`config.mk`:
```
export PLATFORM = sky130hd
export DESIGN_NAME = vend_controller
export DESIGN_NICKNAME = d
export VERILOG_FILES = /design/src/rtl/vend_controller.sv
export SDC_FILE = /design/constraint.sdc
export NUM_CORES = 1
export LEC_CHECK = 0
export CORE_MARGIN = 2
export CORE_UTILIZATION = 45
export CTS_CLUSTER_DIAMETER = 60
export DETAILED_ROUTE_END_ITERATION = 12
export PLACE_DENSITY = 0.67
export SYNTH_ARGS = -nofsm -noshare
export SYNTH_HDL_FRONTEND = slang
export SYNTH_SLANG_ARGS = --single-unit
```
`constraint.sdc`:
```
create_clock -name clk -period 2.4 [get_ports clk]
set_input_delay 0.36 -clock clk [delete_from_list [all_inputs] [get_ports clk]]
set_output_delay 0.36 -clock clk [all_outputs]
set_load 0.005 [all_outputs]
```
`src/rtl/vend_controller.sv`:
```
// Vending transaction sequencer: coin credit, stock-checked selection, req/ack dispense, unit-by-unit change.
// Optional SALES_AUDIT_EN adds saturating sales_count / refund_count outputs.
module vend_controller #(
    parameter int NUM_SLOTS  = 4,
    parameter int PRICE      = 3,
    parameter int MAX_CREDIT = 7,
    parameter int STOCK_INIT = 5,
    parameter int CW         = 3,
    localparam int IW        = (NUM_SLOTS > 1) ? $clog2(NUM_SLOTS) : 1
) (
    input  logic                 clk,
    input  logic                 rst,
    input  logic [1:0]           coin,
    input  logic                 sel_valid,
    input  logic [IW-1:0]        sel_id,
    input  logic                 cancel,
    input  logic                 vend_ack,
    output logic                 vend_req,
    output logic [IW-1:0]        vend_id,
    output logic                 change_pulse,
    output logic [CW-1:0]        credit,
    output logic                 busy,
    output logic [NUM_SLOTS-1:0] sold_out,
    output logic                 coin_reject,
`ifdef SALES_AUDIT_EN
    output logic [15:0]          sales_count,
    output logic [15:0]          refund_count,
`endif
    output logic                 sel_err
);

    localparam logic [1:0] IDLE    = 2'd0;
    localparam logic [1:0] COLLECT = 2'd1;
    localparam logic [1:0] VEND    = 2'd2;
    localparam logic [1:0] CHANGE  = 2'd3;

    localparam logic [CW-1:0] PRICE_C = CW'(PRICE);
    localparam logic [CW:0]   MAX_C   = (CW+1)'(MAX_CREDIT);
    localparam logic [3:0]    STOCK_C = 4'(STOCK_INIT);

    logic [1:0]    state;
    logic [3:0]    stock [NUM_SLOTS];
    logic [CW:0]   coin_sum;
    logic          coin_ok;
    logic          sel_ok;

    // NOTE: every signal driven here is assigned on every path, so no latch is inferred.
    always_comb begin
        coin_sum = {1'b0, credit} + (CW+1)'(coin);
        coin_ok  = ((coin == 2'd1) || (coin == 2'd2)) && (coin_sum <= MAX_C);
        sel_ok   = (int'(sel_id) < NUM_SLOTS) && (stock[sel_id] != 4'd0) && (credit >= PRICE_C);
    end

    // NOTE: sequential state uses non-blocking assignments so every decision sees start-of-cycle values.
    always_ff @(posedge clk) begin
        if (rst) begin
            state        <= IDLE;
            credit       <= '0;
            vend_req     <= 1'b0;
            vend_id      <= '0;
            change_pulse <= 1'b0;
            busy         <= 1'b0;
            coin_reject  <= 1'b0;
            sel_err      <= 1'b0;
            sold_out     <= {NUM_SLOTS{STOCK_INIT == 0}};
            // NOTE: the stock array is a handful of flops, not a RAM, so resetting every entry is intended.
            for (int i = 0; i < NUM_SLOTS; i++) begin
                stock[i] <= STOCK_C;
            end
`ifdef SALES_AUDIT_EN
            sales_count  <= '0;
            refund_count <= '0;
`endif
        end else begin
            coin_reject  <= 1'b0;
            sel_err      <= 1'b0;
            change_pulse <= 1'b0;

            case (state)
                IDLE, COLLECT: begin
                    if (cancel && (state == COLLECT)) begin
                        state       <= CHANGE;
                        busy        <= 1'b1;
                        coin_reject <= (coin != 2'd0);
`ifdef SALES_AUDIT_EN
                        if (refund_count != 16'hFFFF) refund_count <= refund_count + 16'd1;
`endif
                    end else if (sel_valid && sel_ok) begin
                        state       <= VEND;
                        busy        <= 1'b1;
                        vend_req    <= 1'b1;
                        vend_id     <= sel_id;
                        coin_reject <= (coin != 2'd0);
                    end else begin
                        // A refused selection does not consume the coin offered in the same cycle.
                        if (sel_valid) sel_err <= 1'b1;
                        if (coin_ok) begin
                            credit <= coin_sum[CW-1:0];
                            state  <= COLLECT;
                        end else if (coin != 2'd0) begin
                            coin_reject <= 1'b1;
                        end
                    end
                end

                VEND: begin
                    coin_reject <= (coin != 2'd0);
                    if (vend_ack) begin
                        vend_req <= 1'b0;
                        credit   <= credit - PRICE_C;
                        if (stock[vend_id] != 4'd0) stock[vend_id] <= stock[vend_id] - 4'd1;
                        if (stock[vend_id] <= 4'd1) sold_out[vend_id] <= 1'b1;
`ifdef SALES_AUDIT_EN
                        if (sales_count != 16'hFFFF) sales_count <= sales_count + 16'd1;
`endif
                        if (credit != PRICE_C) begin
                            state <= CHANGE;
                        end else begin
                            state <= IDLE;
                            busy  <= 1'b0;
                        end
                    end
                end

                CHANGE: begin
                    coin_reject <= (coin != 2'd0);
                    if (credit != '0) begin
                        change_pulse <= 1'b1;
                        credit       <= credit - CW'(1);
                    end
                    // Leave on the pulse that empties the credit so pulses run back to back.
                    if (credit <= CW'(1)) begin
                        state <= IDLE;
                        busy  <= 1'b0;
                    end
                end

                default: begin
                    state <= IDLE;
                    busy  <= 1'b0;
                end
            endcase
        end
    end

endmodule

```
**Yosys cells after proc, flatten, opt, wreduce, memory -nomap -nowiden**

Memories as Yosys holds them, arrays and structs flattened. A register that Yosys moved wholly into a read port is not among the register bits.
Index checks and enable logic that the tools add are counted.

- Bits in registers: 16
- Memory bits (writable): 16
- Bits of input ports: 9
- Output and inout port bits: 14
- Word-level logic and storage cells: 106
- Memories: 1

Memory list:

| name | words | bits a word | read ports | clocked after memory_dff | wr ports | RTL line | source |
|---|---|---|---|---|---|---|---|
| stock | 4 | 4 | 2 | 1 | 4 | 42 | `logic [3:0] stock [NUM_SLOTS];` |

- $add $sub $neg: 4
- $lt $le $gt $ge: 6
- Eq/ne operators: 16
- Mux-type cells: 43
- Bitwise logic cells: 4
- Reductions and logical operators: 23

Operators by type and width:

| operator | count |
|---|---|
| two-way mux 1 bit | 22 |
| two-way mux 2 bit | 9 |
| != test 2 bit (second input constant) | 8 |
| two-way mux 3 bit | 5 |
| one-hot mux 3 bit (3 select lines) | 1 |
| AND reduction 3 bit | 3 |
| AND reduction 4 bit | 2 |
| nonzero test 4 bit | 2 |
| OR reduction 4 bit | 2 |
| equality test 2 bit (second input constant) | 3 |
| one-hot mux 2 bit (3 select lines) | 1 |
| OR reduction 2 bit | 3 |
| logical AND 1 bit | 5 |
| AND reduction 5 bit | 1 |
| adder 3 x 2 -> 4 bit | 1 |
| equality test 2 x 1 -> 1 bit (second input constant) | 2 |
| less-or-equal comparator 4 x 1 -> 1 bit (second input constant) | 1 |
| less-or-equal comparator 4 x 3 -> 1 bit (second input constant) | 1 |
| two-way mux 4 bit | 1 |
| != test 4 bit (second input constant) | 1 |
| bitwise OR 4 bit | 1 |
| one-hot mux 1 bit (2 select lines) | 2 |
| nonzero test 2 bit | 2 |
| subtractor 4 x 1 -> 4 bit (second input constant) | 1 |
| other kinds (14) | 16 |

**Depth between registers and ports, before layout**

Gate-level depths: netlist of the first run.

- Word-level depth: 8
- Depth in mapped cells: 8
- Depth with buffers taken out: 7

**Worst setup path after synthesis of the first run**

Ideal clock, no wire load.

- Path kind: flip-flop to flip-flop
- Start point: reg with a tool-made name
- End point: mem stock[0][0] (enable)
- Data arrival time: 1,628 ps
- Data required time: 2,027 ps
- Slack: 399 ps
- Cell stages (with the launch flop): 6
- Clock period less this slack: 2,001 ps
- Path through: dfxtp_1 mux4_1 inv_1 ha_1 a21o_2 o31ai_1

RTL lines:

| element | RTL line |
|---|---|
| end: declaration | 42 |

==> results.txt, run 1 <==
----------------------------------------------------
[Die]
  Top Ports ... 23
  Area of the core ... 4030 sq um
  Std-Cell Rows ... 23
  Die Outline Area ... 4770 sq um
  Floorplan die height ... 69.1 um
  Chip width ... 69.1 um
  Starting Density ... 47.3%

[Detailed routing]
  Number of iterations in the first detailed-routing pass ... 4
  Max layer used ... met4
  Vias per cell ... 5.62
  Average routed wire per standard cell ... 16.3 um
  Met2 WL post-DR ... 2.22 mm
  Post-detailed-route DRC marker count ... 0
  Vias ... 1557
  Number of nets with antenna violations after detailed routing ... 0
  Detailed-route wire length ... 4.51 mm
  Initial DRC count ... 108
  Routed metal-1 wire length ... 1.99 mm
  Detailed-routed wire length on met3 ... 198 um

[Final layout]
  Post-layout net count ... 246
  Number of fill cells ... 357
  Final core utilization ... 57.6%
  Synth-to-Final Area Change ... 21.7%
  Fraction of layout cells with a size suffix above 1 ... 12.3%
  N_diodes ... 0

[Timing]
  Hold slack ... 0.461 ns
  Crit path time final ... 2.22 ns
  Final period utilization ... 92.3%
  Final critical-path setup slack ... 0.185 ns
  Worst-case headroom to the max-slew limit ... 71.2%
  Final setup violation count ... 0
  Setup Skew ... 0.00573 ns
  Fin Setup TNS ... 0 ns
  Endpoints failing hold ... 0
  Transition time at the pin with the least slew margin ... 0.432 ns
  Unrepaired setup endpoints after global routing ... false
  Final slew viol count ... 0
  Highest attainable clock frequency ... 0.451 GHz

[Min path]
  Worst hold stages ... 2
  Worst Hold Path EP ... vend_req
  Startpoint of the worst hold path ... vend_req
  Worst hold-check path type ... reg -> reg

[Worst setup path]
  Slack of the worst reg-to-reg path ... 0.18 ns
  Top Family by Delay on Critical Path ... multiplexers
  Critical path arrival ... 2.25 ns
  Startpoint class of the critical path ... flop
  Cell Chain, Critical Path ... mux4_1, inv_1, ha_1, a21o_2, or3_1, nor2_1
  Req. time, crit path ... 2.44 ns
  Peak per-stage delay on the critical path ... 0.63 ns
  Worst R2R Path Depth ... 6
  Sort of element at the end of the critical path ... flop
  Worst setup path category ... reg -> reg
  Critical register-to-register path endpoint ... stock[1][1]
  Bufs and invs on worst path ... 1
  Slowest stage cell on the critical path ... sky130_fd_sc_hd__mux4_1
  Peak fanout along the critical path ... 7

[Synth]
  Synth Warn # ... 0
  Yosys reg bits ... 34
  Portion of synthesized cell area occupied by the leading cell type ... 25.2%
  Sequential element share of the synthesized area ... 44.1%
  Number of flops mapped to enable cells by yosys ... 16
  Unique masters post-synth ... 51
  Flip-flop cell with the highest count after synthesis ... sky130_fd_sc_hd__dfxtp_1
  Syn Area/Cell ... 9.92 sq um
  Async set or reset register ratio after synthesis ... 0%
  Most instantiated library cell after synthesis ... sky130_fd_sc_hd__nor2_1
  Leading area contributor after synthesis ... sky130_fd_sc_hd__edfxtp_1
  Leading post-synthesis cells by cell area ... sky130_fd_sc_hd__edfxtp_1 (25%), sky130_fd_sc_hd__dfxtp_1 (19%), sky130_fd_sc_hd__ha_1 (6.6%)
  Synthesized net count ... 212
  Top post-synthesis cells by count ... sky130_fd_sc_hd__nor2_1 (21), sky130_fd_sc_hd__dfxtp_1 (18), sky130_fd_sc_hd__nand2_1 (18), sky130_fd_sc_hd__edfxtp_1 (16), sky130_fd_sc_hd__inv_1 (15)
  Netlist area before placement ... 1910 sq um
  Number of standard cells after synthesis ... 192

[Global routing]
  Number of antenna violations at the first check in global routing ... 0
  Largest net degree at the start of global routing ... 17
  Total GRT Usage ... 19.9%
  Global-route congestion overflow total ... 0
  Number of global-route vias before repair ... 1548
  Wire length of the first global-routing pass ... 7.51 mm

[Placed design]
  RePlAce Congestion ... 0.855
  Final HPWL from detailed placement ... 3.42 mm
  Place WS ... 0.0867 ns
  # port buffers ... 22

[Clock network]
  Root Driver ... sky130_fd_sc_hd__clkbuf_8
  Clock network latency to the later pin of the worst-skew pair ... 0.29 ns
  TritonCTS clock tree ... yes
  Number of levels the H-tree was split into ... 2
  Number of buffers between clock root and the deepest sink ... 2
  Clock slew at the register clock pins of the worst setup and hold paths ... 0.07 ns
  Count of buffers added by post-CTS timing repair for setup ... 0
  Number of buffers inserted during clock tree synthesis ... 5
  CTS sink cnt ... 34

[Flow run]
  Max Cap Viol ... 0

[Power]
  Total power per unit cell area ... 792 nW/um^2
  Pleak ... 0.887 nW
  Largest vdd supply drop ... 0.386 mV

[Outcome]
  Run status ... finished, final reports clean

----------------------------------------------------
-- power breakdown --
group          total (mW)  internal [mW]  leakage (nW)  switching [mW]
logic               0.648          0.321         0.560           0.327
registers           0.780          0.680         0.285           0.101
clock network       0.408          0.199        0.0426           0.209
-- state kept, by name, indices dropped and copies added (netlist names), named ones only --
signal,flops
coin_reject,1
credit,3
sold_out,4
vend_id,2
state,2
vend_req,1
sel_err,1
change_pulse,1
busy,1
stock,16
-- routing by layer --
metal,vias to the layer above,global-route usage (%)
met1,743,24.8
li1,756,-
met5,-,0
met2,47,32.6
met4,0,8.71
met3,11,4.82
-- stage by stage --
step	total power, mW	std cells	area, sq um
6_report	1.84	277	2320
4_1_cts	1.83	277	2310
2_1_floorplan	1.19	192	1910
3_5_place_dp	1.43	269	2230
5_1_grt	1.96	277	2320
3_3_place_gp	1.41	269	2230
-- worst register-to-register path: cells and delay by family, from the launching register on --
family          cells  cell delay (ns)
simple gates        2             0.32
flops               1             0.45
buf+inv             1             0.12
compound gates      1             0.23
fa+ha+maj           1             0.22
mux                 1             0.63
-- cell type report --
class	count	area (sq um)	area share, %
sequential	34	841	36.2
timing repair buffer	34	310	13.4
inverter	15	56.3	2.43
clock buffer	6	72.6	3.13
tap	50	62.6	2.70
clock inverter	2	8.76	0.378
multi-input combinational	136	968	41.7
-- cells in the final DEF (no fill, tap or decap), types with 3 or more instances in the layout --
cell type                         netlist  layout
sky130_fd_sc_hd__a21oi_1                8       8
sky130_fd_sc_hd__and3_1                 3       3
sky130_fd_sc_hd__buf_4                  0      12
sky130_fd_sc_hd__clkbuf_8               2       5
sky130_fd_sc_hd__clkdlybuf4s50_1        0      22
sky130_fd_sc_hd__dfxtp_1               18      18
sky130_fd_sc_hd__edfxtp_1              16      16
sky130_fd_sc_hd__ha_1                  10      10
sky130_fd_sc_hd__inv_1                 15      15
sky130_fd_sc_hd__mux4_1                 3       3
sky130_fd_sc_hd__nand2_1               18      18
sky130_fd_sc_hd__nand2b_1               5       5
sky130_fd_sc_hd__nand3_1                3       3
sky130_fd_sc_hd__nor2_1                21      21
sky130_fd_sc_hd__nor2b_1                6       6
sky130_fd_sc_hd__nor3_1                 3       3
sky130_fd_sc_hd__nor3_2                 3       3
sky130_fd_sc_hd__o21ai_0               11      11
sky130_fd_sc_hd__or4_1                  3       3
-- timing repair --
action / in CTS / in global routing
gates resized for setup: 0 / 1
setup endpoints to repair: 0 / 2
hold buffers: 0 / 0
-- logic make-up after synthesis --
logic type | Yosys count | share of synthesized area, %
flip-flops | 34 | 44.1
XOR/XNOR | 3 | 1.38
adder cells (fa/ha/maj) | 11 | 7.62
buffers and inverters | 22 | 5.38
AND/OR/NAND/NOR | 75 | 20.5
multiplexers | 7 | 6.96
AO/OA/AOI/OAI | 40 | 14.1
-- how the worst max path moves through the flow --
stage	slack, ns	cells past startpoint	to	start
after floorplan	0.40	5	stock[0][0]	flop
after global placement	0.16	8	credit[2]	coin[1]
after detailed placement	0.09	8	credit[2]	coin[1]
after CTS	0.14	8	sold_out[3]	flop
after global routing	0.07	8	sold_out[3]	flop
final	0.18	6	stock[1][1]	flop
Note: power is estimated with default switching activity, not from simulation.
==> inputs of run 2 (changes only) <==
--- a/config.mk
+++ b/config.mk
@@ -5,6 +5,7 @@
 export SDC_FILE = /design/constraint.sdc
 export NUM_CORES = 1
 export LEC_CHECK = 0
+export ABC_CLOCK_PERIOD_IN_PS = 2400
 export CORE_MARGIN = 2
 export CORE_UTILIZATION = 45
 export CTS_CLUSTER_DIAMETER = 60
==> results of run 2 <==
No change in the layout: final DEF, timing and power equal those of run 1.
==> edit, RTL diff (config.mk and constraints of run 1) <==
`NUM_SLOTS`: 4 -> 2.
--- a/src/rtl/vend_controller.sv
+++ b/src/rtl/vend_controller.sv
@@ -1,7 +1,7 @@
 // Vending transaction sequencer: coin credit, stock-checked selection, req/ack dispense, unit-by-unit change.
 // Optional SALES_AUDIT_EN adds saturating sales_count / refund_count outputs.
 module vend_controller #(
-    parameter int NUM_SLOTS  = 4,
+    parameter int NUM_SLOTS  = 2,
     parameter int PRICE      = 3,
     parameter int MAX_CREDIT = 7,
     parameter int STOCK_INIT = 5,
Interface: changed (resized sel_id, sold_out and vend_id); port bits go from 23 to 19. The function was not compared with the original's and may differ.
==> edit against run 1 <==
Fmax is 8.1% higher. Routed wire length is 39% lower. Non-clock buffer count is 14 lower. Critical path depth is 1 lower. Synthesized area is 34% lower. Cell count is 33% lower. Power is 28% lower. Clock power is 52% lower. Sequential cell count is 12 lower. Combinational power is 13% lower. Critical path type unchanged. Worst setup slack better by 0.17 ns. Final area is 35% lower.
==> edit: results (changes against run 1) <==
[outcome]
outcome=finished, final reports clean

[synthesis]
syn_inst=136  ; -29%
synth_edf_count=8  ; -8
seq_area_frac_synth_pct=41.23  ; -2.9 points
synthMuxAreaShare_pct=4.757  ; -2.2 points
synthesis.nets=155  ; -27%
yosys.area_share.adder_pct=11.50  ; +3.9 points
synth_top_cells_by_area=dfxtp_1, edfxtp_1, ha_1
synth_xor_area_share_pct=2.081  ; +0.70 points
ys_ff_latch=22  ; -35%

[final_layout]
inv_count=9  ; -6
drive_gt1_share_pct=4.516  ; -7.8 points
num-clock-buffers=4  ; -2
buffer_area_share_pct=12.94  ; -0.44 points
multi_input_area_um2=684.4  ; -29%
multi_input_gates=100  ; -26%
nNonClkBuffers=20  ; -41%
final-clk-cell-share_pct=2.405  ; -1.1 points
ff_latch_area_um2=520.5  ; -38%

[sta]
tightest_slew_ns=0.5084  ; +0.07654 ns
fin_skew_ns=0.005698  ; -0.00002772 ns

[cts]
cts_buffers=3  ; -2
htreeDepth=1  ; -1
cts-root-buf=clkbuf_4

[drt]
vias_per_cell=5.720  ; +1.8%
drt_iter0_drc=47  ; -56%
wl_met3_um=159  ; -20%
met1_length_um=1153  ; -42%

[setup_path]
crit_arrival_ns=2.06  ; -0.19 ns
max_stage_delay_ns=0.50  ; -0.13 ns
crit_fanout=6  ; -1
crit_path_top_delay_cell=dfxtp_1

[place]
dp_hpwl_um=2196  ; -36%
post-place-ws_ns=0.2896  ; +0.2029 ns

[power_and_ir_drop]
powerSeq_w=0.000564  ; -28%
power_leakage_nw=0.5490  ; -38%
swShare_pct=37.81  ; +3.2 points
total_power_w=0.001326  ; -28%

[global_routing]
first_global_vias=1038  ; -33%
grt_use_total_pct=18.57  ; -1.3 points
met3_usage_pct=2.721  ; -2.1 points

edit: changes by cell type in the layout (fill, tap and decap cells not counted), moves of 6 or more:
| cell | delta |
|---|---|
| nand2_1 | -9 |
| nor2_1 | -8 |
| buf_4 | -10 |
| inv_1 | -6 |
| edfxtp_1 | -8 |
edit: worst min-delay path: cells and delay by family, from the launching register on:
| family | cells | cell delay, ns |
|---|---|---|
| AO/OA/AOI/OAI | 1 | 0.05 |
| flip-flops | 1 | 0.33 |
| AND/OR/NAND/NOR | 1 | 0.05 |
edit: worst paths after layout:
kind	cells past startpoint	endpoint	from	slack (ns)
setup / recovery	5	stock[1][1]$_SDFFCE_PN0P_	flip-flop	0.35
hold / removal	2	vend_req$_SDFFE_PP0P_	vend_req$_SDFFE_PP0P_	0.47
hold reg to reg	2	vend_req$_SDFFE_PP0P_	vend_req$_SDFFE_PP0P_	0.47
setup reg to reg	5	stock[1][1]$_SDFFCE_PN0P_	flip-flop	0.35
